--- config.mk ---
export PLATFORM = sky130hd
export DESIGN_NAME = uart_rx
export DESIGN_NICKNAME = d
export VERILOG_FILES = /design/src/rtl/uart_pkg.sv /design/src/rtl/sync_2ff.sv /design/src/rtl/uart_rx.sv
export SDC_FILE = /design/constraint.sdc
export NUM_CORES = 1
export LEC_CHECK = 0
export ABC_AREA = 1
export ABC_CLOCK_PERIOD_IN_PS = 1500
export BUFFER_PORTS_ARGS = -buffer_cell sky130_fd_sc_hd__buf_4
export CELL_PAD_IN_SITES_DETAIL_PLACEMENT = 1
export CELL_PAD_IN_SITES_GLOBAL_PLACEMENT = 1
export CORE_UTILIZATION = 41
export CTS_BUF_LIST = sky130_fd_sc_hd__clkbuf_8
export DETAILED_ROUTE_END_ITERATION = 10
export GPL_ROUTABILITY_DRIVEN = 0
export PLACE_DENSITY_LB_ADDON = 0.12
export SLEW_MARGIN = 20
export SYNTH_ARGS = -nofsm -noshare
export SYNTH_HDL_FRONTEND = slang
export SYNTH_SLANG_ARGS = --single-unit
--- constraint.sdc ---
create_clock -name clk -period 1.5 [get_ports clk]
set_input_delay 0.15 -clock clk [delete_from_list [all_inputs] [get_ports clk]]
set_output_delay 0.15 -clock clk [all_outputs]
set_load 0.05 [all_outputs]
--- src/rtl/uart_pkg.sv ---
// Shared UART definitions: receiver state encoding, default frame geometry
// and the parity helper used by both directions of the link.
package uart_pkg;

    localparam int DEF_DATA_BITS  = 8;
    localparam int DEF_OVERSAMPLE = 16;
    localparam int DEF_TICK_W     = $clog2(DEF_OVERSAMPLE);

    typedef enum logic [2:0] {
        IDLE      = 3'd0,
        START     = 3'd1,
        DATA      = 3'd2,
        PARITY    = 3'd3,
        STOP      = 3'd4,
        WAIT_HIGH = 3'd5
    } rx_state_e;

    // Expected parity bit for a payload zero-extended to 8 bits.
    function automatic logic calc_parity(input logic [7:0] data, input logic odd);
        return (^data) ^ odd;
    endfunction

endpackage

--- src/rtl/sync_2ff.sv ---
// Two-flop synchronizer for a single asynchronous level input.
module sync_2ff #(
    parameter logic RST_VAL = 1'b1
) (
    input  logic clk,
    input  logic rst_n,
    input  logic d,
    output logic q
);

    logic meta_r;
    logic sync_r;

    // Two-stage capture of the asynchronous input.
    always_ff @(posedge clk or negedge rst_n) begin
        if (!rst_n) begin
            meta_r <= RST_VAL;
            sync_r <= RST_VAL;
        end else begin
            meta_r <= d;
            sync_r <= meta_r;
        end
    end

    assign q = sync_r;

endmodule

--- src/rtl/uart_rx.sv ---
// UART receiver: oversampled frame recovery from rxd into a single-entry
// valid/ready buffer, with one-cycle frame, parity and overrun pulses.
module uart_rx
    import uart_pkg::*;
#(
    parameter int DATA_BITS  = DEF_DATA_BITS,
    parameter int OVERSAMPLE = DEF_OVERSAMPLE,
    parameter bit PARITY_EN  = 1'b0,
    parameter bit PARITY_ODD = 1'b0
) (
    input  logic                 clk,
    input  logic                 rst,
    input  logic                 rx_tick,
    input  logic                 rxd,
    output logic [DATA_BITS-1:0] rx_data,
    output logic                 rx_valid,
    input  logic                 rx_ready,
    output logic                 frame_err,
    output logic                 parity_err,
    output logic                 overrun
);

    localparam int TICK_W = $clog2(OVERSAMPLE);
    localparam int BIT_W  = $clog2(DATA_BITS);
    localparam logic [TICK_W-1:0] MID_CNT  = TICK_W'((OVERSAMPLE / 32'd2) - 32'd1);
    localparam logic [TICK_W-1:0] FULL_CNT = TICK_W'(OVERSAMPLE - 32'd1);
    localparam logic [BIT_W-1:0]  LAST_BIT = BIT_W'(DATA_BITS - 32'd1);

    logic                 rxd_s;
    rx_state_e            state_r,    state_nxt_s;
    logic [TICK_W-1:0]    tick_cnt_r, tick_cnt_nxt_s;
    logic [BIT_W-1:0]     bit_cnt_r,  bit_cnt_nxt_s;
    logic [DATA_BITS-1:0] shift_r,    shift_nxt_s;
    logic                 par_bad_r,  par_bad_nxt_s;
    logic                 done_s;
    logic                 ferr_s;
    logic                 perr_s;
    logic                 exp_par_s;
    logic [DATA_BITS-1:0] rx_data_r;
    logic                 rx_valid_r;
    logic                 frame_err_r;
    logic                 parity_err_r;
    logic                 overrun_r;

    sync_2ff #(.RST_VAL(1'b1)) u_rxd_sync (
        .clk   (clk),
        .rst_n (rst),
        .d     (rxd),
        .q     (rxd_s)
    );

    assign exp_par_s = calc_parity(8'(shift_r), PARITY_ODD);

    // FSM, bit/tick counters and shift register state.
    always_ff @(posedge clk or negedge rst) begin
        if (!rst) begin
            state_r    <= IDLE;
            tick_cnt_r <= '0;
            bit_cnt_r  <= '0;
            shift_r    <= '0;
            par_bad_r  <= 1'b0;
        end else begin
            state_r    <= state_nxt_s;
            tick_cnt_r <= tick_cnt_nxt_s;
            bit_cnt_r  <= bit_cnt_nxt_s;
            shift_r    <= shift_nxt_s;
            par_bad_r  <= par_bad_nxt_s;
        end
    end

    // Next-state logic; everything advances only on oversample ticks.
    always_comb begin
        state_nxt_s    = state_r;
        tick_cnt_nxt_s = tick_cnt_r;
        bit_cnt_nxt_s  = bit_cnt_r;
        shift_nxt_s    = shift_r;
        par_bad_nxt_s  = par_bad_r;
        done_s         = 1'b0;
        ferr_s         = 1'b0;
        perr_s         = 1'b0;
        if (rx_tick) begin
            case (state_r)
                IDLE: begin
                    if (!rxd_s) begin
                        state_nxt_s    = START;
                        tick_cnt_nxt_s = '0;
                    end else begin
                        state_nxt_s = IDLE;
                    end
                end
                START: begin
                    if (tick_cnt_r == MID_CNT) begin
                        tick_cnt_nxt_s = '0;
                        if (!rxd_s) begin
                            state_nxt_s   = DATA;
                            bit_cnt_nxt_s = '0;
                            par_bad_nxt_s = 1'b0;
                        end else begin
                            state_nxt_s = IDLE;
                        end
                    end else begin
                        tick_cnt_nxt_s = tick_cnt_r + TICK_W'(1'b1);
                    end
                end
                DATA: begin
                    if (tick_cnt_r == FULL_CNT) begin
                        tick_cnt_nxt_s = '0;
                        shift_nxt_s    = {rxd_s, shift_r[DATA_BITS-1:1]};
                        if (bit_cnt_r == LAST_BIT) begin
                            bit_cnt_nxt_s = '0;
                            state_nxt_s   = PARITY_EN ? PARITY : STOP;
                        end else begin
                            bit_cnt_nxt_s = bit_cnt_r + BIT_W'(1'b1);
                        end
                    end else begin
                        tick_cnt_nxt_s = tick_cnt_r + TICK_W'(1'b1);
                    end
                end
                PARITY: begin
                    if (tick_cnt_r == FULL_CNT) begin
                        tick_cnt_nxt_s = '0;
                        par_bad_nxt_s  = (rxd_s != exp_par_s);
                        state_nxt_s    = STOP;
                    end else begin
                        tick_cnt_nxt_s = tick_cnt_r + TICK_W'(1'b1);
                    end
                end
                STOP: begin
                    if (tick_cnt_r == FULL_CNT) begin
                        tick_cnt_nxt_s = '0;
                        if (rxd_s) begin
                            state_nxt_s = IDLE;
                            if (par_bad_r) begin
                                perr_s = 1'b1;
                            end else begin
                                done_s = 1'b1;
                            end
                        end else begin
                            ferr_s      = 1'b1;
                            state_nxt_s = WAIT_HIGH;
                        end
                    end else begin
                        tick_cnt_nxt_s = tick_cnt_r + TICK_W'(1'b1);
                    end
                end
                WAIT_HIGH: begin
                    if (rxd_s) begin
                        state_nxt_s = IDLE;
                    end else begin
                        state_nxt_s = WAIT_HIGH;
                    end
                end
                default: begin
                    state_nxt_s    = IDLE;
                    tick_cnt_nxt_s = '0;
                end
            endcase
        end else begin
            state_nxt_s = state_r;
        end
    end

    // Output buffer and error pulses; the handshake runs every clock.
    always_ff @(posedge clk or negedge rst) begin
        if (!rst) begin
            rx_data_r    <= '0;
            rx_valid_r   <= 1'b0;
            frame_err_r  <= 1'b0;
            parity_err_r <= 1'b0;
            overrun_r    <= 1'b0;
        end else begin
            frame_err_r  <= ferr_s;
            parity_err_r <= perr_s;
            overrun_r    <= 1'b0;
            if (done_s) begin
                // A same-cycle read frees the slot for the new byte.
                if (!rx_valid_r || rx_ready) begin
                    rx_data_r  <= shift_r;
                    rx_valid_r <= 1'b1;
                end else begin
                    overrun_r <= 1'b1;
                end
            end else if (rx_valid_r && rx_ready) begin
                rx_valid_r <= 1'b0;
            end else begin
                rx_valid_r <= rx_valid_r;
            end
        end
    end

    assign rx_data    = rx_data_r;
    assign rx_valid   = rx_valid_r;
    assign frame_err  = frame_err_r;
    assign parity_err = parity_err_r;
    assign overrun    = overrun_r;

endmodule

# Yosys cells after proc, flatten, opt, wreduce, memory -nomap -nowiden
# Cells that the tools add are included.
dict set report totals {
  register_bits 33
  out_inout_bits 12
  elab_cells 89
  inputBits 5
}
dict set report classes {
  eq_ne 17
  muxes 41
  n_bitwise 1
  add_sub_neg 2
  n_reduce_logical 16
}
# cell count
set op_table {}
lappend op_table {{$mux 3} 10}
lappend op_table {{$mux 1} 23}
lappend op_table {{$pmux 3 s6} 1}
lappend op_table {{$pmux 4 s4} 1}
lappend op_table {{$ne 2x2->1 const B} 7}
lappend op_table {{$mux 4} 3}
lappend op_table {{$reduce_and 5->1} 2}
lappend op_table {{$eq 3x3->1 const B} 3}
lappend op_table {{$reduce_xor 8->1} 1}
lappend op_table {{$eq 3x2->1 const B} 2}
lappend op_table {{$pmux 3 s2} 1}
lappend op_table {{$reduce_and 3->1} 2}
lappend op_table {{$reduce_and 6->1} 1}
lappend op_table {{$reduce_bool 2->1} 3}
lappend op_table {{$add 4x1->4 const B} 1}
lappend op_table {{$eq 4x3->1 const B} 1}
lappend op_table {{$eq 4x4->1 const B} 1}
lappend op_table {{$reduce_and 2->1} 2}
lappend op_table {{$add 3x1->3 const B} 1}
lappend op_table {{$eq 3x1->1 const B} 1}
lappend op_table {{$logic_not 3->1} 1}
lappend op_table {{$reduce_or 3->1} 1}
lappend op_table {{$mux 2} 1}
lappend op_table {{$ne 2x1->1 const B} 1}
lappend op_table {{other kinds (6)} 6}

# Depth between registers and ports, before layout
# Gate-level depths: netlist (run 1).
dict set report logic_depth {
  ltp_word 7
  mapped_depth 11
}

# Modules after synthesis
# A second synthesis (run 1) with hierarchy kept.
dict set report unflattened {
  cells_unflattened 200
  hier_area_um2 1715.4
}
# mod seq_area_each_um2 cells_each area_per_inst_um2 n_inst
set by_module_without_submodules {}
lappend by_module_without_submodules {uart_rx 775.7 198 1662.8 1}
lappend by_module_without_submodules {sync_2ff 52.6 2 52.6 1}

# Least setup slack after synthesis (run 1)
# Ideal clock, no wire load.
dict set report synth_timing {
  kind {register to register}
  startpoint {register tick_cnt_r[0]}
  endpoint {register rx_data_r[6] (netlist: rx_data[6])}
  n_path_buf 1
  setup_ps 120
  setup_slack_ps 79
  stages_incl_launch_ff 10
  synth_period_minus_slack_ps 1421
  arrival_ps 1301
  cell_sequence {dfrtp_1 ha_1 nand2_1 inv_2 nand2_2 nor3_4 nand4_4 buf_6 nand2_1 o21ai_2}
}
dict set report synth_via {
  elab_chain_cells 5
}
# item line
set synth_lines {}
lappend synth_lines {{from (decl)} uart_rx.sv:31} ;# logic [TICK_W-1:0] tick_cnt_r, tick_cnt_nxt_s;
lappend synth_lines {{from (signal assigned)} uart_rx.sv:64} ;# tick_cnt_r <= tick_cnt_nxt_s;
lappend synth_lines {{$eq 4x4->1} uart_rx.sv:129} ;# if (tick_cnt_r == FULL_CNT) begin
lappend synth_lines {{$mux 1} uart_rx.sv:129}
lappend synth_lines {{$mux 1} uart_rx.sv:82} ;# case (state_r)
lappend synth_lines {{$mux 1} uart_rx.sv:81} ;# if (rx_tick) begin
lappend synth_lines {{$reduce_and 2->1 (no line)} -}
lappend synth_lines {{to (signal assigned)} uart_rx.sv:178} ;# rx_data_r <= shift_r;
lappend synth_lines {{to (decl)} uart_rx.sv:39} ;# logic [DATA_BITS-1:0] rx_data_r;
# No other way between the ends.
# A chain may end at the register's enable or synchronous reset.

# Final worst setup path (run 1)
dict set report layout_timing {
  startpoint {register tick_cnt_r[0]}
  endpoint {register rx_data_r[4] (netlist: rx_data[4])}
}
# The elaborated chain is that of the path after synthesis.

==> results of run 1 <==
[sequential cells by signal, summed over array words and instances (netlist names)]
register	count
bit_cnt_r	3
frame_err	1
overrun	1
par_bad_r	1
parity_err	1
rx_data	8
rx_valid	1
shift_r	8
state_r	3
tick_cnt_r	4
u_rxd_sync.meta_r	1
u_rxd_sync.q	1
[cells by family (layout without fill, tap and decap cells)]
family	Yosys count	in the layout
AOI/OAI and AO/OA	28	28
xor gates and xnor gates	1	1
adders and majority gates	3	3
buffers and inverters	27	59
DFF	33	33
and+or+nand+nor	113	114
[layout by cell type (no fill, tap or decap)]
master,n
dfrtp_1,28
o21ai_0,9
nand2_4,3
dfstp_2,2
nor3b_2,1
nor3_1,3
clkbuf_8,5
o21ai_2,8
nand4_4,1
nand3b_4,1
nor2_4,2
inv_2,6
nor2_2,2
nand2_1,60
nand3_1,13
nor4_1,1
dlygate4sd3_1,2
or2_0,1
clkinvlp_4,1
nand4_1,1
xor2_1,1
inv_4,2
nor3_4,1
dfrtp_2,3
o21ai_1,9
bufinv_16,1
a21oi_1,2
inv_1,17
buf_4,23
nand2_2,13
nor2_1,10
ha_1,2
buf_12,1
clkinv_4,1
nand3_2,1
ha_4,1
[per-layer routing]
layer / wire [um] / vias to the layer above / GRT usage (%)
li1: - / 718 / -
met5: 0 / - / 0
met1: 2000 / 735 / 25.4
met2: 2260 / 19 / 36.6
met3: 107 / 8 / 4.31
met4: 64 / 0 / 7.71
[where the power goes]
part / internal (W) / leakage [nW] / switching (W) / total (W)
registers: 0.000971 / 0.441 / 0.000117 / 0.00109
logic: 0.000291 / 0.597 / 0.000504 / 0.000794
clock network: 0.000497 / 0.0543 / 0.000352 / 0.000849
[how the worst min path moves through the flow]
stage / endpoint / slack (ps) / depth (start not counted)
after floorplan: bit_cnt_r[0] / -150 / 0
after global placement: tick_cnt_r[2] / 120 / 1
after detailed placement: tick_cnt_r[3] / 120 / 1
after CTS: bit_cnt_r[0] / 220 / 3
after global routing: bit_cnt_r[0] / 230 / 3
final: overrun / 230 / 4
[worst max-delay path, cell delays in order, from the launching register on]
cell	delay, ps
dfrtp_1	430
ha_4	180
nand2_4	60
inv_4	90
nand2_4	70
nor3_4	170
nand4_4	130
buf_12	170
nand2_1	70
o21ai_2	50
[cell type report]
cell class	count	area, sq um
Timing Repair Buffer	26	213
Inverter	25	98.8
Multi-Input combinational cell	146	821
Clock inverter	3	46.3
Tap cell	48	60.1
Sequential cell	33	832
Clock buffer	5	68.8
Fill cell	464	1660
[synth_stat cells]
| cell type | n | area [sq um] |
|---|---|---|
| nand2_1 | 71 | 267 |
| o21ai_0 | 10 | 50.1 |
| a21oi_1 | 2 | 10.0 |
| buf_6 | 2 | 22.5 |
| nand3b_2 | 1 | 11.3 |
| nor3_4 | 1 | 16.3 |
| inv_1 | 19 | 71.3 |
| nor2_1 | 12 | 45.0 |
| ha_1 | 3 | 37.5 |
| nand4_1 | 1 | 6.26 |
| inv_2 | 6 | 22.5 |
| nand2_2 | 4 | 25.0 |
| xor2_1 | 1 | 8.76 |
| dfstp_2 | 2 | 52.6 |
| dfrtp_1 | 31 | 776 |
| or2_0 | 1 | 6.26 |
| nor2_4 | 1 | 11.3 |
| nor4_1 | 1 | 6.26 |
| nor3_1 | 3 | 15.0 |
| nand3_1 | 14 | 70.1 |
| o21ai_2 | 8 | 70.1 |
| nand4_4 | 1 | 21.3 |
| nor2_2 | 1 | 6.26 |
| nor3b_2 | 1 | 12.5 |
| o21ai_1 | 8 | 40.0 |
[repair_timing]
item,CTS,global route
hold buffers,2,0
endpoints found under the hold margin,32,0
pin swaps,1,6
gates resized for setup,6,23
gates cloned,0,1
endpoints found under the setup margin,19,23
setup buffers,1,4
[metrics by stage]
stage / setup TNS, ps / setup slack, ps
after CTS: -177 / -27.0
after global placement: 0 / 6.50
after floorplan: 0 / 79.2
final: -206 / -34.2
after global routing: -960 / -114
after detailed placement: -1330 / -157
==> summary.txt, run 1 <==
Die
  • I/O Pins: 17
  • Initial Utilization: between 40 and 50%
  • Die Y: approximately 66 um
  • Die ar.: 0.00436 sq mm
  • # rows: 22
  • Die X: 66.0 um
  • Core Area: 0.00380 sq mm

Worst setup path
  • Crit end category: register
  • Reg2reg setup slack: -30 ps
  • Critical path data required time: about 1700 ps
  • CP endpoint: rx_data[4]
  • Crit-path max FO: 16
  • Data arrival time of the worst path: 1720 ps
  • Critical path origin: tick_cnt_r[0]
  • RR Startpoint: tick_cnt_r[0]
  • Crit start category: register
  • FF-to-FF path depth: 9
  • Setup CP Type: reg -> reg
  • R2R Path End: rx_data[4]

Timing
  • Final setup violation count: 8
  • Hold Slack: 229 ps
  • Final Cycle Share: 102%
  • RSZ-0062 raised after global routing: true
  • Final min period: 1530 ps
  • Setup Skew: approximately 3.8 ps
  • Final Max Slew Viols: 0
  • Worst slew pin tran: 421 ps
  • Slew headroom: a little under three quarters
  • F_max: 0.652 GHz
  • Final Hold Vio Count: 0
  • Final Worst Setup Slack: -34.2 ps

GRT
  • Initial antenna violation count: 0
  • Grt total ovfl: 0
  • Pin count of the biggest net entering global routing: 34
  • Number of global-route vias before repair: around 1500
  • Tot GR Track Use: 21.0%
  • First-pass GRT wire length: 6800 um

Synth
  • Synth Area in Compound Gates: 10.1%
  • Largest family of logic cells by synthesized area: simple AND/OR/NAND/NOR gates
  • Syn_nets: 213
  • Post-synth cell types: 25
  • Average size of a mapped cell: 8.20 sq um
  • Simple-Gate Fraction of Synth Area: 30.9%
  • Adder and majority cell fraction of the synthesized area: 2.23%
  • Syn Std Cell Area: 0.00168 sq mm
  • Post-Syn Instances: just over 200
  • Seq/Total Area, Yosys: ~49%
  • Seq cells post-synth: 33
  • Post-Synth XOR/XNOR Area: 0.521%
  • Mux share of post-synthesis cell area: 0%
  • Synth Warn #: 0

Drt
  • Antenna viol nets, final: 0
  • DRC: 0
  • Pre-antenna DRT Iters: 4
  • Vias: 1480
  • 1st-iter DRT viols: slightly above 70
  • Routed wire per std cell: 15.5 um
  • Avg Vias per Cell: 5.17
  • WL final: ~4400 um

Worst hold path
  • Min-delay worst type: in -> reg
  • Worst hold start: rx_ready

Clock network
  • CTS H-tree depth: 2
  • Clk slew on worst S/H paths: 70 ps
  • Clock Tree Root: clkbuf_8
  • TritonCTS clock tree: yes
  • Worst-Skew Late Latency: 290 ps
  • Clock Path Buffers: 2
  • CTS buffer count: 5
  • TritonCTS Sinks: 33

Layout
  • Share of layout cells above drive strength 1: around 33%
  • Syn-to-layout area delta: 27.3%
  • Fin cells: 286
  • Util after Layout: 56.3%
  • Fin nets: 245
  • Cell area after layout: roughly 0.0021 sq mm
  • Antenna cells: 0

Job
  • Maxcap violations: 0

Power
  • Maximum VDD drop: approximately 0.63 mV
  • Post-layout power: 0.00273 W
  • Static leakage: 1.09 nW
  • PwrDens: between 1000 and 1500 mW/mm^2

Status
  • Outcome: complete, but fails checks
  • Violated checks: negative setup slack

Place
  • Hpwl dp: 3020 um
  • Placed instance area: around 0.0019 sq mm
  • I/O Buffers: 16
  • Cell total after placement: 270
Note: power is estimated with default switching activity, not from simulation.
==> run 2: changes to the inputs <==
--- a/config.mk
+++ b/config.mk
@@ -6,11 +6,11 @@
 export NUM_CORES = 1
 export LEC_CHECK = 0
 export ABC_AREA = 1
-export ABC_CLOCK_PERIOD_IN_PS = 1500
+export ABC_CLOCK_PERIOD_IN_PS = 1800
 export BUFFER_PORTS_ARGS = -buffer_cell sky130_fd_sc_hd__buf_4
 export CELL_PAD_IN_SITES_DETAIL_PLACEMENT = 1
 export CELL_PAD_IN_SITES_GLOBAL_PLACEMENT = 1
-export CORE_UTILIZATION = 41
+export CORE_UTILIZATION = 49
 export CTS_BUF_LIST = sky130_fd_sc_hd__clkbuf_8
 export DETAILED_ROUTE_END_ITERATION = 10
 export GPL_ROUTABILITY_DRIVEN = 0
@@ -18,4 +18,5 @@
 export SLEW_MARGIN = 20
 export SYNTH_ARGS = -nofsm -noshare
 export SYNTH_HDL_FRONTEND = slang
+export SYNTH_HIERARCHICAL = 1
 export SYNTH_SLANG_ARGS = --single-unit
==> constraint.sdc (replaced) <==
create_clock -name clk -period 1.8 [get_ports clk]
set_input_delay 0.18 -clock clk [delete_from_list [all_inputs] [get_ports clk]]
set_output_delay 0.18 -clock clk [all_outputs]
set_load 0.05 [all_outputs]
==> summary.txt, run 2 <==
Synth
  • Area leader, netlist: dfrtp_1
  • Syn_nets: 208 (-2.3%)
  • Seq cells post-synth: 33 (unchanged)
  • Async SR Flop Fraction: 100% (unchanged)
  • Post-synth EDFFs: 0 (unchanged)
  • Post-Syn Instances: 200 (-2.4%)
  • Average size of a mapped cell: 8.58 sq um (+4.6%)
  • Most instantiated library cell after synthesis: nand2_1
  • Post-synth cell types: 28 (+12%)
  • Top post-synthesis cells by area: dfrtp_1 45%, nand2_1 14%, o21ai_2 7.7%
  • Synth Warn #: 6 (+6)
  • Syn Std Cell Area: 0.00172 sq mm (+2.1%)
  • Seq/Total Area, Yosys: 48.3% (-1.0 points)
  • Post-synth top cells: 63 x nand2_1, 31 x dfrtp_1, 15 x inv_1, 15 x o21ai_2, 12 x nand3_1
  • Post-synth top area share: 45.2% (-0.94 points)
  • Top_reg_cell synth: dfrtp_1

Timing
  • Final setup violation count: 0 (-8)
  • Final Max Slew Viols: 0 (unchanged)
  • Final Cycle Share: 86.5% (-16 points)
  • Setup TNS: 0 ps (+206 ps)
  • Final Hold Vio Count: 0 (unchanged)
  • F_max: 0.642 GHz (-1.5%)
  • Final min period: 1560 ps (+23.0 ps)
  • Slew headroom: 71.2% (-0.75 points)
  • Worst slew pin tran: 433 ps (+11.2 ps)
  • RSZ-0062 raised after global routing: false
  • Final Worst Setup Slack: 243 ps (+277 ps)
  • Setup Skew: 5.76 ps (+2.01 ps)

Layout
  • Most frequent cells in the layout: 63 x nand2_1, 31 x dfrtp_1, 16 x inv_1, 16 x buf_4, 15 x o21ai_2
  • Commonest non-fill, non-tap cell in the layout: nand2_1
  • Fin cells: 270 (-5.6%)
  • Fin nets: 232 (-5.3%)
  • Share of layout cells above drive strength 1: 28.1% (-5.1 points)
  • Syn-to-layout area delta: 16.7%
  • Antenna cells: 0 (unchanged)

Worst setup path
  • Crit end category: register
  • Setup CP Type: reg -> reg
  • Critical path data required time: 2010 ps (+330 ps)
  • FF-to-FF path depth: 8 (-1)
  • Crit-path max FO: 16 (unchanged)
  • Crit start category: register
  • Data arrival time of the worst path: 1770 ps (+50 ps)
  • Reg2reg setup slack: 240 ps (+280 ps)

Power
  • Post-layout power: 0.00196 W (-28%)
  • PwrDens: 981 mW/mm^2 (-23%)
  • Maximum VDD drop: 0.545 mV (-13%)
  • Static leakage: 0.975 nW (-11%)

Drt
  • Antenna viol nets, final: 0 (unchanged)
  • Pre-antenna DRT Iters: 4 (unchanged)
  • Vias: 1419 (-4.1%)
  • DRC: 0 (unchanged)
  • 1st-iter DRT viols: 46 (-36%)
  • Routed wire per std cell: 15.6 um (+1.1%)
  • Avg Vias per Cell: 5.26 (+1.6%)
  • WL final: 4220 um (-4.6%)

Die
  • Initial Utilization: 51.4% (+7.2 points)
  • I/O Pins: 17 (unchanged)
  • Die ar.: 0.00374 sq mm (-14%)
  • Die Y: 61.2 um (-7.4%)
  • # rows: 21 (-4.5%)
  • Die X: 61.2 um (-7.4%)
  • Core Area: 0.00334 sq mm (-12%)

GRT
  • Pin count of the biggest net entering global routing: 34 (unchanged)
  • Grt total ovfl: 0 (unchanged)
  • First-pass GRT wire length: 6720 um (-1.2%)
  • Tot GR Track Use: 25.9% (+4.9 points)
  • Number of global-route vias before repair: 1484 (+1.9%)
  • Initial antenna violation count: 0 (unchanged)

Place
  • Hpwl dp: 3030 um (+0.38%)
  • Place WS: 186 ps (+343 ps)
  • I/O Buffers: 16 (unchanged)
  • Cell total after placement: 260 (-3.7%)

Status
  • Outcome: completed

Worst hold path
  • Min-delay worst type: in -> reg
  • Hold depth: 4 (unchanged)

Clock network
  • CTS buffer count: 5 (unchanged)
  • Clock Path Buffers: 2 (unchanged)
  • TritonCTS Sinks: 33 (unchanged)
  • Clk slew on worst S/H paths: 70 ps (about the same)
  • Clock Tree Root: clkbuf_8
  • Worst-Skew Late Latency: 290 ps (about the same)
  • TritonCTS clock tree: yes
  • CTS H-tree depth: 2 (unchanged)

Job
  • Maxcap violations: 0 (unchanged)
==> run 2: cell count changes in the layout (fill, tap and decap cells not counted), moves of 2 or more <==
cell | previous run | this run
inv_4 | 2 | 0
nand2_2 | 13 | 8
buf_4 | 23 | 16
dfrtp_2 | 3 | 0
nand2_4 | 3 | 1
o21ai_2 | 8 | 15
nand2_1 | 60 | 63
dfrtp_1 | 28 | 31
o21ai_1 | 9 | 7
o21ai_0 | 9 | 5
==> run 2: cells by family after synthesis <==
logic type	Yosys count	synth area share [%]
compound gates	30	12.5
xor+xnor	2	1.02
fa+ha+maj	3	2.19
buf+inv	24	6.13
flops	33	48.3
simple gates	108	29.9
==> run 2: path summary, 6_finish.rpt <==
path / startpoint / endpoint
max: tick_cnt_r[0] / shift_r[3]
min: rx_ready / rx_valid
max reg2reg: tick_cnt_r[0] / shift_r[3]
min reg2reg: u_rxd_sync/meta_r / u_rxd_sync/q
max in group asynchronous: rst / u_rxd_sync/meta_r
min in group asynchronous: rst / bit_cnt_r[1]
==> run 2: final cells by class <==
| type | count | area [sq um] |
|---|---|---|
| clock buffers | 6 | 82.6 |
| multi-input cells | 143 | 787 |
| flip-flops and latches | 33 | 828 |
| fillers | 413 | 1340 |
| clock inverters | 1 | 3.75 |
| repair buffers | 19 | 160 |
| well taps | 46 | 57.6 |
| inverters | 22 | 82.6 |
==> run 2: what timing repair did <==
action                                  CTS  global route
endpoints found under the setup margin    0             4
buffers inserted                          0             1
resized for setup                         0             1
hold buffers                              2             0
hold endpoints to repair                 32             0
==> run 2: power by group <==
part	internal [W]	total, W	switching, W
combinational	0.000160	0.000504	0.000344
clock	0.000298	0.000564	0.000266
sequential	0.000804	0.000895	0.0000907
total	0.00126	0.00196	0.000701
==> run 2: through the flow <==
step	utilization [%]	hold WS, ps	area [sq um]
floorplan	-	-116	1720
global placement	56.1	142	1870
detailed placement	56.1	151	1870
CTS	59.2	235	1980
global route	60.0	251	2000
finish	60.0	239	2000
==> run 2: critical path, cell delays in order (launching register included) <==
cell and delay [ps]:
dfrtp_1 410, ha_1 240, nand2_2 100, nor2_2 50
nand2_1 130, clkinv_1 140, nand2_4 210, nand2_1 130
o21ai_2 80
==> run 2: routing by layer <==
metal  global-route usage [%]  routed length, um  up-vias
met3                     5.88                 97       10
met2                     47.8               2380       24
li1                         -                  -      685
met1                     28.6               1650      700
met5                        0                  0        -
met4                     10.7                102        0
==> run 3: changes to the inputs <==
--- a/config.mk
+++ b/config.mk
@@ -18,5 +18,4 @@
 export SLEW_MARGIN = 20
 export SYNTH_ARGS = -nofsm -noshare
 export SYNTH_HDL_FRONTEND = slang
-export SYNTH_HIERARCHICAL = 1
 export SYNTH_SLANG_ARGS = --single-unit
==> summary.txt, run 3 (synthesis gave the netlist of run 1 again) <==
Power
  • Post-layout power: 0.00211 W (+7.7%)
  • Maximum VDD drop: 0.798 mV (+46%)
  • Clock power frac: 34.1% (+5.4 points)
  • P_int: 0.00140 W (+11%)
  • Switching part of the total: 33.7% (-2.0 points)
  • Static leakage: 1.02 nW (+4.7%)
  • PwrDens: 1060 mW/mm^2 (+8.1%)
  • Sequential share of power: 42.2% (-3.4 points)
  • NetSw: 0.000713 W (+1.8%)
  • Comb pwr share: 23.8% (-1.9 points)

Layout
  • Syn-to-layout area delta: 18.7%
  • Area of the multi-input gates: 741 sq um (-5.9%)
  • Register area: 828 sq um (unchanged)
  • Fill cells: 395 (-4.4%)
  • Share of layout cells above drive strength 1: 21.7% (-6.4 points)
  • Fin nets: 237 (+2.2%)
  • Commonest non-fill, non-tap cell in the layout: nand2_1
  • Most frequent cells in the layout: 71 x nand2_1, 31 x dfrtp_1, 20 x inv_1
  • Antenna cells: 0 (unchanged)

Drt
  • Antenna viol nets, final: 0 (unchanged)
  • WL final: 4420 um (+4.6%)
  • 1st-iter DRT viols: 40 (-13%)
  • Vias: 1463 (+3.1%)
  • DRC: 0 (unchanged)
  • Avg Vias per Cell: 5.34 (+1.6%)
  • Routed wire per std cell: 16.1 um (+3.0%)
  • Pre-antenna DRT Iters: 4 (unchanged)

Timing
  • Setup Skew: 7.34 ps (+1.58 ps)
  • Final setup violation count: 0 (unchanged)
  • Worst slew pin tran: 415 ps (-17.4 ps)
  • RSZ-0062 raised after global routing: false
  • Final Cycle Share: 90.4% (+3.9 points)
  • F_max: 0.615 GHz (-4.3%)
  • Final min period: 1630 ps (+70.0 ps)
  • Final Hold Vio Count: 0 (unchanged)
  • Final Max Slew Viols: 0 (unchanged)
  • Setup TNS: 0 ps (unchanged)
  • Slew headroom: 72.3% (+1.2 points)

Job
  • Maxcap violations: 0 (unchanged)

Die
  • I/O Pins: 17 (unchanged)
  • Initial Utilization: 53.3% (+1.9 points)
  • Core Area: 0.00315 sq mm (-5.5%)
  • Die ar.: 0.00367 sq mm (-2.0%)
  • # rows: 20 (-4.8%)
  • Die Y: 60.6 um (-0.99%)
  • Die X: 60.6 um (-0.99%)

Worst setup path
  • Worst-path cell chain: ha_1 -> nand2_1 -> inv_2 -> nand2_1 -> nand2_1 -> nand2_1 -> nand3b_2 -> nand2_1 -> o21ai_1
  • Critical path depth: 9 (+1)
  • CP bufs+invs: 1 (unchanged)
  • Setup CP Type: reg -> reg
  • Slowest-stage cell, CP: dfrtp_1
  • Crit end category: register
  • Worst path max stage delay: 400 ps (about the same)
  • Data arrival time of the worst path: 1800 ps (+30 ps)
  • FF-to-FF path depth: 9 (+1)
  • Crit-path leading delay family: simple AND/OR/NAND/NOR gates
  • Crit-path max FO: 6 (-10)
  • Crit start category: register
  • Most used cell, CP: nand2_1
  • Critical path data required time: 1970 ps (-40 ps)

Clock network
  • Worst-Skew Late Latency: 290 ps (about the same)
  • CTS H-tree depth: 2 (unchanged)
  • Clock Tree Root: clkbuf_8
  • TritonCTS clock tree: yes
  • CTS buffer count: 5 (unchanged)
  • TritonCTS Sinks: 33 (unchanged)
  • Clock Path Buffers: 2 (unchanged)
  • Clk slew on worst S/H paths: 70 ps (about the same)

Place
  • Hpwl dp: 2930 um (-3.2%)
  • I/O Buffers: 16 (unchanged)

GRT
  • First-pass GRT wire length: 7200 um (+7.2%)
  • Grt total ovfl: 0 (unchanged)
  • Number of global-route vias before repair: 1539 (+3.7%)
  • Pin count of the biggest net entering global routing: 34 (unchanged)
  • Tot GR Track Use: 28.0% (+2.0 points)
  • Initial antenna violation count: 0 (unchanged)

Worst hold path
  • Min-delay worst type: in -> reg
  • Hold depth: 4 (unchanged)

Status
  • Outcome: completed
[run 3: cell count changes in the layout (fill, tap and decap cells not counted), moves of 2 or more]
cell / change
nand2_1: +8
o21ai_2: -7
nand2_2: -5
o21ai_0: +5
inv_1: +4
nand3_1: +2
[run 3: power by group through the flow]
stage                     combinational, W  sequential [W]  clock, W
after floorplan                   0.000345        0.000882         0
after global placement            0.000432        0.000897         0
after detailed placement          0.000461        0.000902         0
after CTS                         0.000494        0.000889  0.000729
after global routing              0.000555        0.000904  0.000765
final                             0.000502        0.000892  0.000720
[run 3: layout make-up]
type | count | area share [%]
multi-input combinational | 145 | 37.1
sequential | 33 | 41.5
inverter | 25 | 4.71
tap | 44 | 2.76
timing repair buffer | 19 | 8.03
clock buffer | 6 | 4.14
clock inverter | 2 | 1.69
[run 3: final timing paths]
path | start | slack [ps] | endpoint
worst max-delay path | tick_cnt_r[0] | 170 | bit_cnt_r[2]
worst max register to register | tick_cnt_r[0] | 170 | bit_cnt_r[2]
worst min register to register | u_rxd_sync.meta_r | 360 | u_rxd_sync.q
max in group asynchronous | rst | 1080 | u_rxd_sync.meta_r
min in group asynchronous | rst | 390 | tick_cnt_r[3]
worst min-delay path | rx_ready | 240 | overrun
[run 3: per-stage QoR]
| step | instance area, sq um | instances | hold WS, ps | setup WS [ps] | utilization [%] |
|---|---|---|---|---|---|
| 2_1_floorplan | 1680 | 205 | -116 | 379 | - |
| 3_3_place_gp | 1830 | 263 | 136 | 230 | 58.1 |
| 3_5_place_dp | 1830 | 263 | 146 | 161 | 58.1 |
| 4_1_cts | 1970 | 273 | 236 | 105 | 62.5 |
| 5_1_grt | 1990 | 274 | 233 | 17.3 | 63.3 |
| 6_report | 1990 | 274 | 237 | 173 | 63.3 |
[run 3: worst register-to-register path, cell delays in order, from the launching register on]
cell and delay, ps:
dfrtp_1 400, ha_1 190, nand2_1 90, inv_2 90, nand2_1 60, nand2_1 190, nand2_1 70, nand3b_2 270
nand2_1 100, o21ai_1 60
[run 3: layer usage]
layer  part of all wire, %  GRT usage (%)  vias up
met3                   4.2           7.46       12
met1                    41           33.7      718
li1                      -              -      700
met4                   2.4           11.7        0
met5                     0              0        -
met2                    52           47.4       33
[run 3: what timing repair did]
action	4_1_cts	5_1_grt
gates resized for setup	0	1
endpoints found under the setup margin	0	9
setup buffers	0	1
hold endpoints to repair	32	0
hold buffers	2	0
